File: src/rtl/cache_controller.sv
// cache_controller: write-back, write-allocate cache controller FSM with saturating hit/miss counters
module cache_controller #(
  parameter int ADDR_WIDTH   = 28,
  parameter int DATA_WIDTH   = 32,
  parameter int BLOCK_SIZE   = 256,
  parameter int INDEX_WIDTH  = 11,
  parameter int OFFSET_WIDTH = 3,
  parameter int TAG_WIDTH    = ADDR_WIDTH - INDEX_WIDTH - OFFSET_WIDTH
) (
  input  logic                  clk,
  input  logic                  rst,
  input  logic                  cpu_req,
  input  logic                  cpu_we,
  input  logic [ADDR_WIDTH-1:0] cpu_addr,
  input  logic [DATA_WIDTH-1:0] cpu_wdata,
  output logic [DATA_WIDTH-1:0] cpu_rdata,
  output logic                  cpu_ready,
  output logic [ADDR_WIDTH-1:0] cache_addr,
  output logic [BLOCK_SIZE-1:0] cache_wdata,
  output logic                  cache_dirty_wr,
  output logic                  cache_we,
  input  logic [BLOCK_SIZE-1:0] cache_rdata,
  input  logic                  cache_dirty,
  input  logic                  cache_hit,
  input  logic                  cache_valid,
  input  logic [TAG_WIDTH-1:0]  cache_tag,
  output logic                  mem_req,
  output logic                  mem_we,
  output logic [ADDR_WIDTH-1:0] mem_addr,
  output logic [BLOCK_SIZE-1:0] mem_wdata,
  input  logic [BLOCK_SIZE-1:0] mem_rdata,
  input  logic                  mem_ready,
  output logic [15:0]           hit_count,
  output logic [15:0]           miss_count
);
  typedef enum logic [2:0] {IDLE, LOOKUP, WRITEBACK, REFILL, UPDATE} state_t;
  state_t state, state_nx;
  logic [ADDR_WIDTH-1:0] req_addr;
  logic req_we;
  logic [DATA_WIDTH-1:0] req_wdata;
  logic [BLOCK_SIZE-1:0] line_buf, new_line;
  logic [TAG_WIDTH-1:0] wb_tag, req_tag;
  logic [INDEX_WIDTH-1:0] req_idx;
  logic [OFFSET_WIDTH-1:0] req_off;
  assign req_tag = req_addr[ADDR_WIDTH-1 -: TAG_WIDTH];
  assign req_idx = req_addr[OFFSET_WIDTH +: INDEX_WIDTH];
  assign req_off = req_addr[OFFSET_WIDTH-1:0];
  always_comb begin
    new_line = line_buf;
    if (req_we) new_line[req_off*DATA_WIDTH +: DATA_WIDTH] = req_wdata;
  end
  always_comb begin
    state_nx = state;
    case (state)
      IDLE:      state_nx = cpu_req && !cpu_ready ? LOOKUP : IDLE;
      LOOKUP:    state_nx = cache_hit ? (req_we ? UPDATE : IDLE) : (cache_valid && cache_dirty ? WRITEBACK : REFILL);
      WRITEBACK: state_nx = mem_ready ? REFILL : WRITEBACK;
      REFILL:    state_nx = mem_ready ? UPDATE : REFILL;
      default:   state_nx = IDLE;
    endcase
  end
  assign cache_addr     = req_addr;
  assign cache_we       = state == UPDATE;
  assign cache_dirty_wr = state == UPDATE && req_we;
  assign cache_wdata    = new_line;
  assign mem_req        = state == WRITEBACK || state == REFILL;
  assign mem_we         = state == WRITEBACK;
  assign mem_addr       = {state == WRITEBACK ? wb_tag : req_tag, req_idx, {OFFSET_WIDTH{1'b0}}};
  assign mem_wdata      = line_buf;
  always_ff @(posedge clk or posedge rst)
    if (rst) state <= IDLE;
    else state <= state_nx;
  // line_buf doubles as write-back source and refill target; a hit preloads it with the resident line
  always_ff @(posedge clk or posedge rst)
    if (rst) begin
      req_addr   <= '0;
      req_we     <= 1'b0;
      req_wdata  <= '0;
      line_buf   <= '0;
      wb_tag     <= '0;
      cpu_rdata  <= '0;
      cpu_ready  <= 1'b0;
      hit_count  <= '0;
      miss_count <= '0;
    end else begin
      cpu_ready <= 1'b0;
      case (state)
        IDLE: if (cpu_req && !cpu_ready) begin
          req_addr  <= cpu_addr;
          req_we    <= cpu_we;
          req_wdata <= cpu_wdata;
        end
        LOOKUP: begin
          line_buf   <= cache_rdata;
          wb_tag     <= cache_tag;
          hit_count  <= hit_count + 16'(cache_hit && hit_count != 16'hFFFF);
          miss_count <= miss_count + 16'(!cache_hit && miss_count != 16'hFFFF);
          if (cache_hit && !req_we) begin
            cpu_rdata <= cache_rdata[req_off*DATA_WIDTH +: DATA_WIDTH];
            cpu_ready <= 1'b1;
          end
        end
        REFILL: if (mem_ready) line_buf <= mem_rdata;
        UPDATE: begin
          cpu_rdata <= new_line[req_off*DATA_WIDTH +: DATA_WIDTH];
          cpu_ready <= 1'b1;
        end
        default: ;
      endcase
    end
endmodule

File: config.mk
export PLATFORM = sky130hd
export DESIGN_NAME = cache_controller
export DESIGN_NICKNAME = d
export VERILOG_FILES = /design/src/rtl/cache_controller.sv
export SDC_FILE = /design/constraint.sdc
export NUM_CORES = 1
export LEC_CHECK = 0
export CORE_AREA = 2 2 473 475
export DETAILED_ROUTE_END_ITERATION = 7
export DIE_AREA = 0 0 475 477
export PLACE_DENSITY_LB_ADDON = 0.15
export SLEW_MARGIN = 20
export SYNTH_ARGS = -nofsm -noshare
export SYNTH_HDL_FRONTEND = slang
export SYNTH_SLANG_ARGS = --single-unit
File: constraint.sdc
create_clock -name clk -period 26.3 [get_ports clk]
set_input_delay 3.945 -clock clk [delete_from_list [all_inputs] [get_ports clk]]
set_output_delay 3.945 -clock clk [all_outputs]
set_load 0.1 [all_outputs]
; Word level (Yosys, flattened, before mapping)
; Cells that the tools add are included.
[totals]
ff_bits = 399
latch_bits = 0
ramBits = 0
romBits = 0
inputBits = 594
output_inout_bits = 637
wordCells = 57
n_memories = 0
[op_classes]
n_addsub = 3
n_mul = 0
div = 0
magnitude_cmp = 0
n_eq_ne = 8
shifts = 4
mux = 16
bitwise = 0
n_reduce_logical = 16
[op_table]
columns = operator, n
row1 = $mux 256, 2
row2 = $pmux 256 s2, 1
row3 = $shiftx 256x9->32, 2
row4 = $bwmux 256, 1
row5 = $shift 32x34->256 const A, 1
row6 = $shiftx 32x34->256, 1
row7 = $pmux 32 s2, 1
row8 = $neg 8->34, 1
row9 = $add 16x1->16, 2
row10 = $mux 32, 1
row11 = $ne 16x16->1 const B, 2
row12 = $mux 14, 1
row13 = $pmux 3 s4, 1
row14 = $mux 3, 3
row15 = $eq 3x2->1 const B, 2
row16 = $logic_and 1x1->1, 6
row17 = $reduce_and 2->1, 3
row18 = $mux 1, 4
row19 = $ne 2x2->1 const B, 2
row20 = $reduce_bool 2->1, 2
row21 = $eq 3x1->1 const B, 1
row22 = $eq 3x3->1 const B, 1
row23 = $logic_not 1->1, 3
row24 = $logic_not 3->1, 1
row25 = 2 further kinds, 2

; Depth between registers and ports, before layout
[logic_depth]
ltp_word = 6
ltp_mapped = 17
depth_no_buf = 10

; Least setup slack after synthesis
; Ideal clock, no wire load.
[synth_path]
path_type = register to output
start = reg req_addr[1], in the netlist cache_addr[1]
end = out cache_wdata[106]
t_arrival_ns = 5.836
t_required_ns = 22.355
path_slack_ns = 16.519
stages_incl_launch_ff = 13
n_path_buf = 6
cell_sequence = dfrtp_1 > clkinv_1 > clkbuf_1 > clkbuf_1 > ha_1 > ha_1 > buf_2 > nand4b_1 > nand2b_1 > clkbuf_1 > clkbuf_1 > clkbuf_1 > o31ai_1
[synth_via]
elab_chain_len = 4
word_cells_on_any_way = 5
cone_classes = 1 x add/sub / 2 x shift / 2 x mux
[synth_lines]
columns = item, line
row1 = from (decl), 38  ; logic [ADDR_WIDTH-1:0] req_addr;
row2 = from (signal assigned), 89  ; req_addr <= cpu_addr;
row3 = $neg 8->34 *, 50  ; if (req_we) new_line[req_off*DATA_WIDTH +: DATA_WIDTH] = req_wdata;
row4 = $shiftx 32x34->256 / $shift 32x34->256 (equally long branches), 50
row5 = $bwmux 256 *, 50
row6 = $mux 256 *, 50
row7 = to (decl), 19  ; output logic [BLOCK_SIZE-1:0] cache_wdata,
; Every way passes the cells marked *; elsewhere a longest branch is shown, timed or not.

; Worst setup path in the final report
[layout_path]
start = reg req_addr[2], in the netlist cache_addr[2]
end = out cache_wdata[65]
; Same word-level chain as after synthesis.

==> flow_summary.ini <==
[timing]
tightestPinTransition_ns = 1.26
rsz0062_at_grt = false
layout_min_cycle_time_ns = 9.38
timing.final.crit_share_pct = 35.7
final_hold_viol_count = 0
final.setup.tns_ns = 0
clock-skew-final_ns = 0.0269
finalMaxSlewViolations = 0
achievable-frequency_ghz = 0.107
final-setup-viol-count = 0
remaining_max_slew_budget_at_the_tightest_pin_pct = 15.2

[critical_path]
worst_setup_path_endpoint = cache_wdata[65]
crit_path_max_fanout = 15
worst-endpoint-required_ns = 22.35
timing.critical_path.from_type = flop
critPathLaunch = cache_addr[2]
nature_of_the_critical_path_endpoint = primary output
register_to_register_setup_slack_ns = 20.97
setup.worst_path.class = reg2out
reg2reg_depth = 10
worst_flop_to_flop_path_startpoint = cache_addr[0]
worstPathArrival_ns = 5.43
worstReg2RegEnd = cpu_rdata[27]

[job]
drv.max_cap_violation_count = 0

[cts]
cts-root-to-sink-buffers = 3
cts_tree = yes
cts_hold_buf = 0
clock_latency_ns = 0.71
post_cts_resize_count = 0
clockRootBuffer = clkbuf_16
clock_tree.htree_level_count = 3
cts_made_buffers = 68
path_clk_slew_ns = 0.06
clkSinkCount = 399
post_cts_buffers = 0

[finish]
fin_util_pct = 19.9
final-seq-area_um2 = 9990
num-nets-final = 4872
total_area_of_multi_input_combinational_cells_um2 = 15000
post_route_cells_drive_above_1_share_pct = 17.8
areaGrowthSynthToFinish_pct = 68.9
filler_cell_count = 24804

[detailed_routing]
routedWlPerCell_um = 42.6
detail_route.wirelength_um = 312000
vias = 31331
first_iteration_detailed_routing_drc_count = 2413
drt_first_pass_iters = 7
drt.antenna.violating_nets = 0
route.detailed.vias_per_inst = 4.28
post-route-drc-count = 0

[global_routing]
grt_pass1_vias = 31696
grt_antenna_before_repair = 76
grt_max_degree = 172
grt.total_usage_pct = 26.6
globalRoute.totalOverflow = 0
first_pass_grt_wire_length_um = 387000

[placement]
globalplace.congestion = 0.866
portBuffers = 1227
detailedPlacementHpwl_um = 257000

[synth]
syn_inst = 3091
netlist_top_cells_area = dfrtp_1 (38%), mux2i_1 (11%), o21ai_0 (9.9%)
yosysUniqueCellTypes = 89
yosys.cell_count.top_type = nand2_1
synth_async_reset_ratio_pct = 100
dominantRegCellSynth = dfrtp_1
synth_edf_count = 0
ys.warnings.count = 0
synth-seq-area-share_pct = 38.3
postSynthRegisterBits = 399
syn-mean-instance-area_um2 = 8.43
synth_largest_area_cell = dfrtp_1
synth_area_um2 = 26100
synthDominantCellAreaShare_pct = 38.3
post_synth_most_frequent_cells = nand2_1 (635), o21ai_0 (514), dfrtp_1 (399)

[floorplanning]
die_area_um2 = 227000
die_outline_height_um = 477
floorplan.core_area_um2 = 221000
number_of_ports_placed_on_the_die_boundary = 1231
floorplan.initialDensity_pct = 11.8
floorplan.die.width_um = 475
std_cell_rows = 173

[worst_hold_path]
min-delay-path-class = reg2reg

[outcome]
status = finished, final reports clean
-- placed cells by master, fill, tap and decap left out, types with 11 or more instances in the layout --
master	count
and2_1	16
nor3_1	30
nand4_1	12
a21oi_1	65
a41oi_1	11
o21ai_1	16
xnor2_1	23
clkbuf_8	16
nor4_1	14
mux2i_1	283
nor2b_1	11
a2bb2oi_1	11
inv_1	38
buf_4	410
nand2_1	630
o211ai_1	13
clkbuf_1	14
nor2_1	124
clkbuf_16	68
o31ai_1	13
o21ai_0	500
diode_2	24
dfrtp_1	395
nor2_2	11
mux2_2	147
nand2b_1	19
a22o_1	11
mux2_4	14
o21a_1	14
a31oi_1	77
clkdlybuf4s50_1	958
nand3_1	71
-- kinds of logic after synthesis --
kind of cell,count (synthesis),share of synthesized area [%]
AND/OR/NAND/NOR,1008,16.7
AO/OA/AOI/OAI,888,20.4
multiplexers,446,18.2
flip-flops,399,38.3
buffers and inverters,313,5.02
XOR/XNOR,29,0.974
adder cells (fa/ha/maj),7,0.336
other,1,0.0144
-- stage by stage --
stage          setup WS, ns  area [um^2]  hold WS [ns]  cells
2_1_floorplan         11.26        26100         0.475   3093
3_3_place_gp          17.62        41700         0.464   7176
3_5_place_dp          17.64        41700         0.470   7176
4_1_cts               16.82        44000         0.484   7297
5_1_grt               16.75        44000         0.515   7301
6_report              16.92        44000         0.483   7321
-- worst max-delay path: stages (launching register included) --
cell	delay, ns
dfrtp_2	0.59
inv_1	0.25
ha_1	0.59
nand4b_1	0.65
buf_4	0.49
nor2_2	0.22
buf_4	0.37
nand3_1	0.23
nand2_1	0.13
clkdlybuf4s50_1	1.15
-- cell type report --
cell class / count / area share, %
Antenna cell: 24 / 0.136
Clock buffer: 98 / 4.48
Clock inverter: 23 / 0.747
Inverter: 43 / 0.403
Multi-Input combinational cell: 2381 / 34.1
Sequential cell: 399 / 22.7
Tap cell: 2975 / 8.45
Timing Repair Buffer: 1378 / 28.9
-- layer usage --
layer | global-route usage (%) | share of wire [%] | routed length, um | vias to the layer above
met5 | 0 | 0.085 | 264 | -
met4 | 9.48 | 4.1 | 12800 | 36
met3 | 7.29 | 7.7 | 23900 | 301
met2 | 45.6 | 48 | 150000 | 1564
met1 | 31.7 | 40 | 125000 | 15937
li1 | - | - | - | 13493
-- worst min path at each step --
stage	from	endpoint	slack [ns]	cells past startpoint
3_5_place_dp	cpu_rdata[7]	cpu_rdata[7]	0.47	2
2_1_floorplan	wb_tag[11]	wb_tag[11]	0.47	1
5_1_grt	miss_count[12]	miss_count[12]	0.52	1
4_1_cts	cpu_rdata[7]	cpu_rdata[7]	0.48	2
3_3_place_gp	cpu_rdata[7]	cpu_rdata[7]	0.46	2
6_report	cpu_rdata[7]	cpu_rdata[7]	0.48	2
-- state kept, by name, indices dropped and copies added (netlist names) --
| signal | flops |
|---|---|
| req_wdata | 32 |
| cpu_ready | 1 |
| cpu_rdata | 32 |
| cache_addr | 28 |
| mem_wdata | 256 |
| hit_count | 16 |
| miss_count | 16 |
| wb_tag | 14 |
| req_we | 1 |
| state | 3 |
Power is left out: the tool's default activity adds up to more than one toggle a clock period on the data nets, which glitch-free logic cannot reach.
